--- src/rtl/hex_decoder_if.sv ---
// Digit-to-segment bus for one HEXn display.
// master drives the digit, slave returns the segments.
interface hex_decoder_if;
  logic [3:0] num;
  logic [6:0] HEX;

  modport master (
    output num,
    input  HEX
  );

  modport slave (
    input  num,
    output HEX
  );
endinterface

--- src/rtl/hex_decoder.sv ---
// 4-bit digit to active-low 7-segment pattern.
// HEX bit0=a ... bit6=g; blank is 7'h7F.
module hex_decoder #(
  parameter bit SHOW_HEX = 1'b1,
  parameter bit REG_OUT  = 1'b1
) (
  input  logic         clk,
  input  logic         reset,
  hex_decoder_if.slave bus
);

  logic [6:0] hex_d;

  // Segment lookup; letters blank out when SHOW_HEX is off.
  always_comb begin
    hex_d = 7'h7F;
    case (bus.num)
      4'h0: hex_d = 7'h40;
      4'h1: hex_d = 7'h79;
      4'h2: hex_d = 7'h24;
      4'h3: hex_d = 7'h30;
      4'h4: hex_d = 7'h19;
      4'h5: hex_d = 7'h12;
      4'h6: hex_d = 7'h02;
      4'h7: hex_d = 7'h78;
      4'h8: hex_d = 7'h00;
      4'h9: hex_d = 7'h10;
      4'hA: hex_d = SHOW_HEX ? 7'h08 : 7'h7F;
      4'hB: hex_d = SHOW_HEX ? 7'h03 : 7'h7F;
      4'hC: hex_d = SHOW_HEX ? 7'h46 : 7'h7F;
      4'hD: hex_d = SHOW_HEX ? 7'h21 : 7'h7F;
      4'hE: hex_d = SHOW_HEX ? 7'h06 : 7'h7F;
      4'hF: hex_d = SHOW_HEX ? 7'h0E : 7'h7F;
      default: hex_d = 7'h7F;
    endcase
  end

  if (REG_OUT) begin : g_reg
    logic [6:0] hex_q;

    // Output register; reset blanks the digit.
    always_ff @(posedge clk) begin
      if (!reset) hex_q <= 7'h7F;
      else        hex_q <= hex_d;
    end

    assign bus.HEX = hex_q;
  end else begin : g_comb
    logic unused;
    assign unused  = clk ^ reset;
    assign bus.HEX = hex_d;
  end

endmodule

--- src/flat_wrapper.sv ---
// flat-port wrapper written by rule: the top's interface ports become plain ports
module hex_decoder_flat 
#(
  parameter bit SHOW_HEX = 1'b1,
  parameter bit REG_OUT  = 1'b1
)
  (clk, reset, bus_num, bus_HEX);
  hex_decoder_if bus_i ();
  input  logic clk;
  input  logic reset;
  input wire logic [$bits(bus_i.num)-1:0] bus_num;
  output wire logic [$bits(bus_i.HEX)-1:0] bus_HEX;
  assign bus_i.num = bus_num;
  assign bus_HEX = bus_i.HEX;
  hex_decoder #(.SHOW_HEX(SHOW_HEX), .REG_OUT(REG_OUT)) u_core (.clk(clk), .reset(reset), .bus(bus_i));
endmodule
--- config.mk ---
export PLATFORM = sky130hd
export DESIGN_NAME = hex_decoder_flat
export DESIGN_NICKNAME = d
export VERILOG_FILES = /design/src/rtl/hex_decoder_if.sv /design/src/rtl/hex_decoder.sv /design/src/flat_wrapper.sv
export SDC_FILE = /design/constraint.sdc
export NUM_CORES = 1
export LEC_CHECK = 0
export ABC_AREA = 1
export ABC_CLOCK_PERIOD_IN_PS = 2000
export CELL_PAD_IN_SITES_DETAIL_PLACEMENT = 2
export CELL_PAD_IN_SITES_GLOBAL_PLACEMENT = 2
export CORE_MARGIN = 1
export CORE_UTILIZATION = 25
export DETAILED_ROUTE_END_ITERATION = 8
export GPL_TIMING_DRIVEN = 0
export PLACE_DENSITY = 0.79
export SYNTH_ARGS = -nofsm -noshare
export SYNTH_HDL_FRONTEND = slang
export SYNTH_SLANG_ARGS = --single-unit
export TNS_END_PERCENT = 50
--- constraint.sdc ---
create_clock -name clk -period 2 [get_ports clk]
set_input_delay 0.4 -clock clk [delete_from_list [all_inputs] [get_ports clk]]
set_output_delay 0.4 -clock clk [all_outputs]
set_load 0.01 [all_outputs]
==> impl.org, run 1 <==
** Worst setup path
- Highest-delay cell along the critical path :: clkdlybuf4s50_1
- Required time of the critical path :: 2120 ps
- Counting both buffers and inverters, the worst setup path holds a total of 3.
- Worst Path Max Fanout :: 5
- In this design, the largest share of critical-path delay is due to buffers and inverters.
- STA classifies the critical path endpoint as a flop.
- End point of the critical path :: u_core.bus.HEX[3]$_SDFF_PN1_
- Critical Path Source :: bus_num[1]
- The setup path with the least slack is of type input pin to flop.
- Critical path arrival :: 1650 ps
- Counting buffers and inverters, the worst setup path is 7 cells deep.
- Series of cell instances along the critical path :: clkdlybuf4s50_1 -> inv_1 -> ha_1 -> inv_1 -> nand2_1 -> nand3_1 -> nand3_1
- Peak per-stage delay on the critical path :: 570 ps
- Nature of the critical path startpoint :: input pin

** Synthesis
- After synthesis the cells add up to 430 sq um.
- Synthesis inferred 7 register bits.
- After technology mapping, the gate count stands at 57.
- Nets in the synthesized netlist :: 70
- Share of the yosys chip area belonging to registers :: 32.6%
- A synthesized cell averages 7.55 sq um.
- The Yosys step of the flow raised 0 warnings.
- Number of different library cells in the post-synthesis netlist :: 11

** Clock tree
- TritonCTS clock tree :: built
- Counting along the longest clock path gives a buffer depth of 2.
- Cell chosen for the clock root :: clkbuf_4
- TritonCTS Sinks :: 7
- In this run the post-CTS setup repair buffer count came out at 0.
- Clock buffers created by TritonCTS :: 3
- After clock tree synthesis, the flow added hold-fix buffers numbering 0.
- In this run, post-CTS repair resized a total of 0 instances.
- CTS built an H-tree with a depth of 1.
- Clock transition at the registers of the reported paths :: 50 ps

** GRT
- The via count of the first global-routing pass came to 413.
- Met3 capacity usage during global routing :: 1.67%
- The number of antenna violations at the first check in global routing was 0.
- Fraction of met1 tracks used by global routing :: 14.4%
- The layer flagged by global routing as most heavily used is met2.
- Global routing usage on met2 :: 22.4%
- Total congestion overflow :: 0
- Entering global routing, the biggest net connects 11 pins.
- Global Route Usage Sum :: 12.7%
- The first global-routing pass estimated 1.78 mm of wire.

** Routing
- Remaining antenna violation count :: 0
- Number of detailed-route iterations in the first pass :: 6
- For this block, the routed nets add up to 1.02 mm of wire.
- For this run, design rule violations remaining after detail routing come to 3.
- The detailed router placed 419 vias in this run.
- DR WL/cell :: 11.5 um
- Dividing the detail-routed via count by the number of cells gives 4.76.
- Initial DRC Count :: 6

** Power and ir drop
- Sw Pwr :: 0.0936 mW
- Cell Int Power :: 0.271 mW
- Switching portion of total power :: 25.7%
- Clock Power Share :: 33.4%
- Of the total power, combinational logic draws 24.5%.
- PD cells :: 622 mW/mm^2
- Largest voltage drop on the vdd net :: 0.159 mV
- Sequential cells burn 42.1% of the power.
- Standby leakage power :: 0.282 nW

** Placed design
- Number of port buffers :: 11
- GPL Wtd Cong :: 0.732
- Prior to clock tree synthesis, the placed netlist has a worst setup slack of 209 ps.
- Summed over all nets, the half-perimeter wirelength after detailed placement is 852 um.
- Counting tap cells, the placed design contains a total of 84 instances.

** Worst hold path
- Path category of the worst min-delay check :: input pin to flop

** Run status
- Run status :: finished with violations
- Violations in the final reports :: design-rule violations

** Cells and area
- Final cell utilization of the core :: 37.6%
- Layout Area Growth over Synthesis :: 36.3%
- The post-route netlist has 11.1% of its cells at a drive strength greater than 1.
- The repair_antennas step left the layout with diodes totalling 0.
- Footprint of the multi-input gates :: 249 sq um
- Net count of the finished layout :: 86
- Max reg flops :: 7
- The finished layout holds 88 standard cells, fillers aside.
- The layout has 189 filler cells.
- Combined flip-flop and latch cell area :: 140 sq um

** Floorplanning
- The initialized floorplan defines 14 standard-cell rows.
- The die covers 0.00189 sq mm.
- For this configuration, the core starts out at a cell density of 27.6%.
- Number of ports placed on the die boundary :: 13
- Chip Width :: 43.5 um
- Area of the core :: 0.00156 sq mm
- Vert. Die Dim :: 43.5 um

** STA
- Setup violations remaining at the end of the flow were counted as 0.
- Hold_ws :: 452 ps
- Number of slew-limit violations in the final report :: 0
- Final hold vios :: 0
- Final worst slack :: 473 ps
- After layout, the worst path uses 76.3% of the clock period.
- Setup repair after global routing missed its margin :: false
- The worst pin sits at a relative slew slack of 83.9%.
- Final period demand of the worst path :: 1530 ps
- Summed over all failing endpoints, the final setup total negative slack is 0 ps.
- Transition time of the tightest slew-check pin :: 241 ps
- Maximum frequency from static timing analysis :: 655 MHz

** Job
- Max Cap Violations :: 0
==> layer usage <==
layer | up-vias | wire length [um]
met5 | - | 0
li1 | 214 | -
met3 | 0 | 37
met2 | 11 | 520
met4 | 0 | 0
met1 | 194 | 457
==> worst min-delay path by stage <==
stage	start	end	slack, ps	cells past startpoint
5_1_grt	bus_num[3]	u_core.bus.HEX[3]$_SDFF_PN1_	480	3
2_1_floorplan	reset	u_core.bus.HEX[6]$_SDFF_PN1_	480	1
6_report	bus_num[3]	u_core.bus.HEX[0]$_SDFF_PN1_	450	3
3_5_place_dp	bus_num[3]	u_core.bus.HEX[3]$_SDFF_PN1_	700	3
4_1_cts	bus_num[3]	u_core.bus.HEX[3]$_SDFF_PN1_	440	3
3_3_place_gp	bus_num[3]	u_core.bus.HEX[0]$_SDFF_PN1_	680	3
==> worst min-delay path, cell delays in order <==
cell	delay, ps
buf_4	130
nand2_1	70
nand3_1	60
==> stage by stage <==
step	power (mW)	cell area, sq um
after CTS	0.374	587
after detailed placement	0.248	561
after floorplan	0.202	430
after global routing	0.388	587
final	0.365	587
after global placement	0.245	561
==> placed cells by master, fill, tap and decap left out <==
| cell type | Yosys | routed |
|---|---|---|
| inv_2 | 1 | 1 |
| nand2_2 | 1 | 1 |
| clkbuf_4 | 0 | 3 |
| o21ai_2 | 1 | 1 |
| o21ai_1 | 1 | 1 |
| clkbuf_1 | 0 | 1 |
| buf_4 | 1 | 1 |
| buf_6 | 1 | 1 |
| nand3_1 | 17 | 17 |
| nand2_1 | 15 | 15 |
| dfxtp_1 | 7 | 7 |
| clkdlybuf4s50_1 | 0 | 11 |
| ha_1 | 7 | 7 |
| inv_1 | 5 | 5 |
==> power by group through the flow <==
| stage | sequential, mW | clock, mW | combinational [mW] |
|---|---|---|---|
| global route | 0.154 | 0.134 | 0.100 |
| detailed placement | 0.157 | 0 | 0.0910 |
| CTS | 0.154 | 0.129 | 0.0912 |
| floorplan | 0.163 | 0 | 0.0396 |
| global placement | 0.156 | 0 | 0.0889 |
| finish | 0.154 | 0.122 | 0.0896 |
==> cell type report <==
type                            count  share of cell area, %
Multi-Input combinational cell     42                   42.4
Timing Repair Buffer               11                   18.8
Buffer                              2                   3.20
Clock buffer                        4                   4.48
Inverter                            6                   3.84
Tap cell                           16                   3.41
Sequential cell                     7                   23.9
==> cells by family (layout without fill, tap and decap cells) <==
| group | after synthesis | count (layout) | synth area share (%) |
|---|---|---|---|
| flip-flops | 7 | 7 | 32.6 |
| AND/OR/NAND/NOR | 33 | 33 | 34.3 |
| AO/OA/AOI/OAI | 2 | 2 | 3.20 |
| adder cells (fa/ha/maj) | 7 | 7 | 20.3 |
| buffers and inverters | 8 | 23 | 9.59 |
==> cell usage after synthesis <==
cell     instances  area (sq um)
inv_1            5          18.8
dfxtp_1          7           140
nand3_1         17          85.1
nand2_1         15          56.3
inv_2            1          3.75
ha_1             7          87.6
o21ai_1          1          5.00
nand2_2          1          6.26
o21ai_2          1          8.76
buf_6            1          11.3
buf_4            1          7.51
Note: power is estimated with default switching activity, not from simulation.
==> run 2, diff against run 1 <==
Settings changed: ABC_CLOCK_PERIOD_IN_PS 2000 to 1450, CORE_UTILIZATION 25 to 23, PLACE_DENSITY 0.79 to 0.73.
Clock period 2 ns to 1.45 ns, I/O delays scaled along.
==> impl.org, run 2 (synthesis gave the netlist of run 1 again) <==
** Placed design
- The count of input and output buffers came to 11 (unchanged).
- HPWL after detailed placement :: 878 um (+3.0%)
- The instance count after placement with tap cells included came to 93 (+11%).
- The global placement routability congestion was 0.716 (-2.2%).

** GRT
- The number of antenna violations at the first check in global routing was 0 (unchanged).
- The global-route wire length before repair came to 1.84 mm (+3.1%).
- The overall fraction of global-route tracks in use was 12.8% (+0.13 points).
- Largest net degree at the start of global routing :: 11 (unchanged)
- Total congestion overflow :: 0 (unchanged)
- The via count of the first global-routing pass is 420 (+1.7%).

** Floorplanning
- Area of the core :: 0.00175 sq mm (+12%)
- The boundary pin count is 13 (unchanged).
- Vert. Die Dim :: 45.3 um (+4.1%)
- The total number of placement rows is 15 (+1).
- The full die area is 0.00205 sq mm (+8.3%).
- The initial cell density of the core is 24.7% (-2.9 points).
- Chip Width :: 45.3 um (+4.1%)

** Job
- Max Cap Violations :: 0 (unchanged)

** Routing
- The remaining number of nets flagged by the antenna check after routing came to 0 (unchanged).
- Initial DRC Count :: 3 (-3)
- The iteration count of the initial detailed-routing pass came to 2 (-4).
- The total wirelength of the detailed-routed design was 1.09 mm (+7.7%).
- Routed via count :: 424 (+1.2%)
- DR WL/cell :: 11.3 um (-2.3%)
- The detailed-route DRC error count is 0 (-3).
- Via density per instance :: 4.37 (-8.2%)

** Worst setup path
- Among cell families on the critical path, the largest total delay comes from buffers and inverters.
- STA classifies the critical path startpoint as a flop.
- CP Capture Type :: output port
- The delay of the slowest critical-path stage came to 540 ps (-30 ps).
- The critical path goes through clkdlybuf4s50_1.
- Highest-delay cell along the critical path :: clkdlybuf4s50_1
- The critical path is of the flop to output port type.
- Number of buffer and inverter stages on the critical path :: 1 (-2)
- Worst Path Max Fanout :: 1 (-4)
- Critical path arrival :: 1090 ps (-560 ps)
- The required time at the worst-slack endpoint was 1160 ps (-960 ps).

** Clock tree
- TritonCTS clock tree :: built
- Hold buffer count at CTS :: 0 (unchanged)
- Clock Path Buffers :: 2 (unchanged)
- The number of buffers created by CTS was 3 (unchanged).
- The count of H-tree levels built during CTS was 1 (unchanged).
- TritonCTS Sinks :: 7 (unchanged)
- The post-cts repair resize count is 0 (unchanged).
- Clock transition at the registers of the reported paths :: 50 ps (about the same)
- Buffers inserted by post-CTS timing repair :: 0 (unchanged)
- In this run the clock root is driven by a clkbuf_4.

** Power and ir drop
- Portion of total power attributed to sequential cells :: 41.4% (-0.7 points)
- Combinational cell fraction of total power :: 24.5% (about the same)
- Switching portion of total power :: 26.8% (+1.2 points)
- The internal power of the cells was 0.374 mW (+38%).
- Standby leakage power :: 0.299 nW (+6.1%)
- The share of total power in the clock network is 34.0% (+0.6 points).
- The net switching power is 0.137 mW (+46%).
- The power per cell area is 847 mW/mm^2 (+36%).
- The total power came to 0.511 mW (+40%).
- Largest voltage drop on the vdd net :: 0.199 mV (+25%)

** STA
- Maximum frequency from static timing analysis :: 723 MHz
- Final hold vios :: 0 (unchanged)
- Setup repair after global routing left no endpoint under its margin.
- Crit share post-route :: 95.3%
- The max-slew violation count came to 0 (unchanged).
- The final-report setup violation count was 0 (unchanged).
- Relative slew slack :: 81.7% (-2.2 points)
- Final period demand of the worst path :: 1380 ps
- Transition time of the tightest slew-check pin :: 274 ps (+32.6 ps)

** Cells and area
- The end-of-flow core utilization was 34.6% (-3.1 points).
- The number of nets in the layout was 86 (unchanged).
- Max reg flops :: 7 (unchanged)
- The top cell types in the final layout, fill and taps aside, are 17 x nand3_1, 15 x nand2_1, 9 x clkdlybuf4s50_1, 7 x ha_1, 7 x dfxtp_1.
- Leaving out fill and tap cells, the most frequent cell in the layout is nand3_1.
- The filler cell count in the final layout is 215 (+14%).
- Post-Layout Cell Count :: 97 (+10%)
- Ratio of cells with drive above 1 in the final layout :: 12.5% (+1.4 points)
- Number of antenna cells inserted :: 0 (unchanged)
- From synthesis to final layout, the design area changed by 40.1%.

** Run status
- Run status :: completed

** Worst hold path
- The worst hold path belongs to the class input pin to flop.
-- run 2: cell count changes in the layout (fill, tap and decap cells not counted) --
cell and change:
clkdlybuf4s50_1 -2, dlymetal6s2s_1 +2, inv_1 -1, inv_2 +1
-- run 2: worst min-delay path: cells and delay by family --
kind                   cells  cell delay, ps
buffers and inverters      1             130
AND/OR/NAND/NOR            2             110
-- run 2: per-layer routing --
metal	track usage [%]	wire (um)
met3	2.40	25
met4	9.09	9
met5	0	0
met1	15.4	527
met2	20.3	530
-- run 2: power by group through the flow --
stage	combinational (mW)	clock, mW	sequential [mW]
2_1_floorplan	0.0546	0	0.225
3_3_place_gp	0.123	0	0.215
3_5_place_dp	0.127	0	0.216
4_1_cts	0.128	0.184	0.212
5_1_grt	0.139	0.196	0.213
6_report	0.125	0.174	0.212
-- run 2: area by class of cell --
cell class,count,area [sq um],area share (%)
multi-input cells,42,249,41.3
flip-flops and latches,7,140,23.2
repair buffers,11,115,19.1
well taps,25,31.3,5.19
clock buffers,4,26.3,4.36
inverters,6,22.5,3.73
plain buffers,2,18.8,3.11
-- run 2: path summary, 6_finish.rpt --
check                                    start                      endpoint  slack [ps]  cells past startpoint
setup / recovery  u_core.bus.HEX[4]$_SDFF_PN1_                    bus_HEX[4]          70                      1
hold / removal                      bus_num[3]  u_core.bus.HEX[3]$_SDFF_PN1_         330                      3
-- run 2: per-stage QoR --
stage          TNS [ps]  instance area [sq um]  hold WS [ps]  setup WS [ps]
2_1_floorplan         0                    430           374            516
3_3_place_gp       -826                    572           577           -207
3_5_place_dp      -1040                    572           585           -248
4_1_cts               0                    598           322           17.2
5_1_grt               0                    603           338           22.5
6_report              0                    603           327           67.7
